File: src/rtl/ahb_cmd_master.sv
// ahb_cmd_master: turns valid/ready commands into single-outstanding AHB SINGLE NONSEQ transfers,
// with a data-phase wait timeout and bounded RETRY/SPLIT re-issue.
//
// state | meaning
// IDLE  | cmd_ready high, waiting for a command
// ADDR  | address phase driven (hsel, NONSEQ) until hready
// DATA  | data phase: wait, complete, re-issue on RETRY/SPLIT, or time out
// RESP  | response held on rsp_* until rsp_ready
module ahb_cmd_master #(
  parameter int TIMEOUT   = 16,
  parameter int MAX_RETRY = 3
) (
  input  logic        hclk,
  input  logic        hresetn,
  input  logic        cmd_valid,
  output logic        cmd_ready,
  input  logic        cmd_write,
  input  logic [31:0] cmd_addr,
  input  logic [2:0]  cmd_size,
  input  logic [31:0] cmd_wdata,
  output logic        rsp_valid,
  input  logic        rsp_ready,
  output logic [31:0] rsp_rdata,
  output logic        rsp_err,
  output logic        rsp_timeout,
  output logic        hsel,
  output logic [31:0] haddr,
  output logic        hwrite,
  output logic [1:0]  htrans,
  output logic [2:0]  hsize,
  output logic [2:0]  hburst,
  output logic [31:0] hwdata,
  input  logic [31:0] hrdata,
  input  logic        hready,
  input  logic [1:0]  hresp
);

  typedef enum logic [1:0] {S_IDLE, S_ADDR, S_DATA, S_RESP} state_t;

  localparam logic [1:0] HTRANS_IDLE   = 2'b00;
  localparam logic [1:0] HTRANS_NONSEQ = 2'b10;
  localparam int WAIT_W  = (TIMEOUT < 2) ? 1 : $clog2(TIMEOUT + 1);
  localparam int RETRY_W = (MAX_RETRY < 2) ? 1 : $clog2(MAX_RETRY + 1);
  localparam logic [WAIT_W-1:0] WAIT_LOAD = WAIT_W'(TIMEOUT);

  state_t             state;
  logic [WAIT_W-1:0]  wait_left;
  logic [RETRY_W-1:0] retry_cnt;
  logic [31:0]        wdata_q;
  logic               cmd_legal;

  always_comb begin
    cmd_legal = 1'b0;
    case (cmd_size)
      3'd0:    cmd_legal = 1'b1;
      3'd1:    cmd_legal = ~cmd_addr[0];
      3'd2:    cmd_legal = (cmd_addr[1:0] == 2'b00);
      default: cmd_legal = 1'b0;
    endcase
  end

  assign hburst = 3'b000;

  always_ff @(posedge hclk or negedge hresetn) begin
    if (!hresetn) begin
      state       <= S_IDLE;
      cmd_ready   <= 1'b1;
      rsp_valid   <= 1'b0;
      rsp_rdata   <= '0;
      rsp_err     <= 1'b0;
      rsp_timeout <= 1'b0;
      hsel        <= 1'b0;
      htrans      <= HTRANS_IDLE;
      haddr       <= '0;
      hwrite      <= 1'b0;
      hsize       <= 3'b010;
      hwdata      <= '0;
      wdata_q     <= '0;
      wait_left   <= '0;
      retry_cnt   <= '0;
    end else begin
      case (state)
        S_IDLE: begin
          if (cmd_valid) begin
            cmd_ready <= 1'b0;
            retry_cnt <= '0;
            if (cmd_legal) begin
              haddr     <= cmd_addr;
              hwrite    <= cmd_write;
              hsize     <= cmd_size;
              wdata_q   <= cmd_wdata;
              hsel      <= 1'b1;
              htrans    <= HTRANS_NONSEQ;
              wait_left <= WAIT_LOAD;
              state     <= S_ADDR;
            end else begin
              // illegal size/alignment is answered without touching the bus
              rsp_valid <= 1'b1;
              rsp_err   <= 1'b1;
              rsp_rdata <= '0;
              state     <= S_RESP;
            end
          end
        end
        S_ADDR: begin
          if (hready) begin
            hsel   <= 1'b0;
            htrans <= HTRANS_IDLE;
            hwdata <= hwrite ? wdata_q : 32'h0;
            state  <= S_DATA;
          end
        end
        S_DATA: begin
          if (hresp[1]) begin
            // RETRY/SPLIT acted on in its first (hready low) cycle
            hwdata <= '0;
            if (int'(retry_cnt) < MAX_RETRY) begin
              retry_cnt <= retry_cnt + RETRY_W'(1);
              hsel      <= 1'b1;
              htrans    <= HTRANS_NONSEQ;
              wait_left <= WAIT_LOAD;
              state     <= S_ADDR;
            end else begin
              rsp_valid <= 1'b1;
              rsp_err   <= 1'b1;
              rsp_rdata <= '0;
              state     <= S_RESP;
            end
          end else if (hready) begin
            hwdata    <= '0;
            rsp_valid <= 1'b1;
            rsp_err   <= hresp[0];
            rsp_rdata <= (!hresp[0] && !hwrite) ? hrdata : 32'h0;
            state     <= S_RESP;
          end else if (TIMEOUT != 0) begin
            if (wait_left == WAIT_W'(1)) begin
              hwdata      <= '0;
              rsp_valid   <= 1'b1;
              rsp_err     <= 1'b1;
              rsp_timeout <= 1'b1;
              rsp_rdata   <= '0;
              state       <= S_RESP;
            end else begin
              wait_left <= wait_left - WAIT_W'(1);
            end
          end
        end
        S_RESP: begin
          if (rsp_ready) begin
            rsp_valid   <= 1'b0;
            rsp_err     <= 1'b0;
            rsp_timeout <= 1'b0;
            rsp_rdata   <= '0;
            cmd_ready   <= 1'b1;
            state       <= S_IDLE;
          end
        end
        default: state <= S_IDLE;
      endcase
    end
  end

endmodule

File: config.mk
export PLATFORM = sky130hd
export DESIGN_NAME = ahb_cmd_master
export DESIGN_NICKNAME = d
export VERILOG_FILES = /design/src/rtl/ahb_cmd_master.sv
export SDC_FILE = /design/constraint.sdc
export NUM_CORES = 1
export LEC_CHECK = 0
export BUFFER_PORTS_ARGS = -buffer_cell sky130_fd_sc_hd__buf_4
export CAP_MARGIN = 20
export CORE_ASPECT_RATIO = 0.6
export CORE_MARGIN = 2
export CORE_UTILIZATION = 45
export DETAILED_ROUTE_END_ITERATION = 10
export GPL_ROUTABILITY_DRIVEN = 0
export PLACE_DENSITY = 0.83
export SETUP_SLACK_MARGIN = 0.02
export SYNTH_ARGS = -nofsm -noshare
export SYNTH_HDL_FRONTEND = slang
export SYNTH_SLANG_ARGS = --single-unit
File: constraint.sdc
create_clock -name hclk -period 1.7 [get_ports hclk]
set_clock_uncertainty 0.05 [all_clocks]
set_input_delay 0.255 -clock hclk [delete_from_list [all_inputs] [get_ports hclk]]
set_output_delay 0.255 -clock hclk [all_outputs]
set_load 0.05 [all_outputs]
==> impl_metrics.ini <==
[synth]
avgSynthCellArea_um2 = 13.3
ys_seq_elements = 146
syn_area_um2 = 6040
synthCells = 454
async_flop_share_pct = 100
synth-warning-count = 0
synth-seq-area-share_pct = 60.5
ys_types = 42
synth_edf_count = 0
synth-main-ff-cell = dfrtp_1

[layout]
antenna_cells = 0
finalInstanceArea_um2 = 8790
fin_cells = 882
nets = 809
drive_above_1_share_pct = 51.7
final_core_util_pct = 67.7
syn_to_final_growth_pct = 45.4
nFillCells = 949

[route]
firstDrtPassIters = 5
drt-total-wl_um = 15300
viasPerCell = 5.00
drt_iter0_drc = 180
avgRoutedWirePerCell_um = 17.3
vias = 4407
ant_nets = 0
route.detailed.drc = 0

[floorplan]
rows = 32
core_region_area_um2 = 13000
initial_utilization_pct = 46.6
io_pins = 217
fp.dieH_um = 93.8
die_area_um2 = 14400
die_w_um = 154

[worst_setup_path]
crit_chain = inv_2, ha_4, nor4b_4, buf_4, nor4_2, a2111o_1, buf_12, a22o_1
cp_data_required_time_ns = 1.94
path_delay_family = compound AO/OA/AOI/OAI gates
end_kind = register
slowest_stage = dfrtp_1
start_kind = register
crit_type = register to register
arrival_ns = 2.15
crit_buf_inv = 3
critPathMaxFanout = 34
max_stage_delay_ns = 0.39

[status]
status = complete, but fails checks
failed_checks = setup timing

[global_routing]
grtUsageMet2_pct = 35.7
gr-max-usage-layer = met2
grt_use_met1_pct = 28.3
grt_pass1_vias = 4823
grt_start_max_net_pins = 48
track_usage_pct = 21.7
grt_overflow_total = 0
grt_pass1_wl_um = 24600
use_met3_pct = 5.63
grt_antenna_before_repair = 0

[clock_tree]
cts_sinks = 146
cts_htree_levels = 4
cts_tree = done
clk_latency_ns = 0.41
clk_pin_slew_worst_paths_ns = 0.07
clk_path_buf_depth = 2
numCtsBuffers = 17
cts_root_buffer = clkbuf_16

[timing]
timing.fmax_mhz = 522
final_hold_viol_count = 0
period_share_pct = 113
setup_violations = 71
rsz0062_at_grt = yes
worst_slack_ns = -0.216
min_period_ns = 1.92
setup_tns_ns = -9.09
slew_violations = 0

[pwr]
leakage_nw = 4.46
power_frac_seq_pct = 31.3
netSwitchingFraction_pct = 43.0
ir_worst_vdd_v = 0.00131
p_int_mw = 10.3
switchingPower_mw = 7.78
total_power_mw = 18.1
p_comb_share_pct = 49.3
p_per_area_nw_per_um2 = 2060
pwr-share-clk_pct = 19.4

[place]
placed_cell_area_um2 = 8020
port_buffers = 212
dp_hpwl_um = 10700
numPlacedInstances = 836

[min_path]
worstHoldPathType = input port to register

[run]
maxCapViolCount = 0
[layer usage]
layer	wire (µm)	vias up	part of all wire, %
li1	-	2035	-
met1	6700	2200	44
met2	7450	156	49
met3	953	16	6.2
met4	180	0	1.2
met5	0	-	0
[worst paths after layout]
kind | start | end | slack (ns) | cells past startpoint
hold / removal | hrdata[4] | rsp_rdata[4]$_DFFE_PN0P_ | 0.02 | 2
min in group asynchronous | hresetn | haddr[13]$_DFFE_PN0P_ | 0.30 | 2
setup / recovery | wait_left[1]$_DFFE_PN0P_ | rsp_rdata[27]$_DFFE_PN0P_ | -0.22 | 8
hold reg to reg | hsize[2]$_DFFE_PN0P_ | hsize[2]$_DFFE_PN0P_ | 0.44 | 1
setup reg to reg | wait_left[1]$_DFFE_PN0P_ | rsp_rdata[27]$_DFFE_PN0P_ | -0.22 | 8
max in group asynchronous | hresetn | hwdata[11]$_DFFE_PN0P_ | 0.72 | 3
[state kept, by name, indices dropped and copies added, names as in the netlist]
register and cells:
haddr 32, hwdata 32, rsp_rdata 32, wdata_q 32, wait_left 5, hsize 3, retry_cnt 2, state 2
cmd_ready 1, htrans 1, hwrite 1, rsp_err 1, rsp_timeout 1, rsp_valid 1
[cells by family after synthesis]
family                   after synthesis  synth area share, %
AO/OA/AOI/OAI                         61                 8.05
XOR/XNOR                               3                0.435
other                                  1               0.0621
buffers and inverters                 70                 5.76
flip-flops                           146                 60.5
AND/OR/NAND/NOR                       70                 5.42
multiplexers                         100                 19.2
adder cells (fa/ha/maj)                3                0.621
[layout make-up]
class                   instances  area (µm²)  area share (%)
clock buffers                  18         439            5.00
clock inverters                14         120            1.37
inverters                      40         150            1.71
multi-input cells             241        2110            24.0
flip-flops and latches        146        3660            41.6
well taps                     170         213            2.42
repair buffers                253        2100            23.9
[synth_stat cells (2+ instances only)]
cell type,n,area (µm²)
mux2_4,19,285
xor2_1,2,17.5
clkbuf_1,8,30.0
dfstp_2,2,52.6
nand2b_1,5,31.3
o21ai_0,4,20.0
buf_4,8,60.1
o22ai_1,2,12.5
a21oi_1,8,40.0
buf_2,8,40.0
nor2b_1,2,12.5
mux2i_1,32,320
buf_6,6,67.6
inv_1,40,150
a2bb2oi_1,2,17.5
a22o_1,33,289
dfrtp_1,144,3600
mux2_2,49,552
nor3_1,3,15.0
nor2_1,11,41.3
and2_1,2,12.5
nand2_1,42,158
ha_1,3,37.5
[worst register-to-register path, cell delays in order, from the launching register on]
cell      delay [ns]
dfrtp_1         0.39
inv_2           0.08
ha_4            0.12
nor4b_4         0.22
buf_4           0.16
nor4_2          0.04
a2111o_1        0.34
buf_12          0.19
a22o_1          0.22
[through the flow]
stage / setup slack [ns] / hold slack, ns
floorplan: -0.0315 / -0.0906
global placement: -0.0498 / 0.168
detailed placement: -0.149 / 0.178
CTS: -0.161 / 0.00827
global route: -0.280 / 0.00255
finish: -0.216 / 0.0221
[cells in the final DEF, fill, tap and decap left out, types with 3 or more instances in the layout]
cell type and count:
nand2b_1 5, clkinvlp_4 3, nand2_1 42, a21oi_1 7, conb_1 4, clkinv_4 3, nor2_1 9, o21ai_0 4
dfrtp_1 143, buf_6 3, mux2_2 49, mux2i_1 32, inv_6 5, a22o_1 33, inv_1 39, buf_4 234
buf_12 12, mux2_4 19, clkbuf_16 19
[what timing repair did]
item,in CTS,in global routing
gates cloned,2,2
pin swaps,2,2
hold buffers,2,0
setup buffers,8,3
hold endpoints to repair,42,0
gates resized for setup,14,1
endpoints found under the setup margin,72,73
[power groups by stage]
| stage | logic, mW | clock network [mW] | registers [mW] |
|---|---|---|---|
| after global placement | 8.14 | 0 | 5.58 |
| after global routing | 9.39 | 3.76 | 5.80 |
| after floorplan | 2.97 | 0 | 8.37 |
| final | 8.92 | 3.51 | 5.65 |
| after CTS | 8.89 | 3.59 | 5.64 |
| after detailed placement | 8.39 | 0 | 5.65 |
Note: power is estimated with default switching activity, not from simulation.
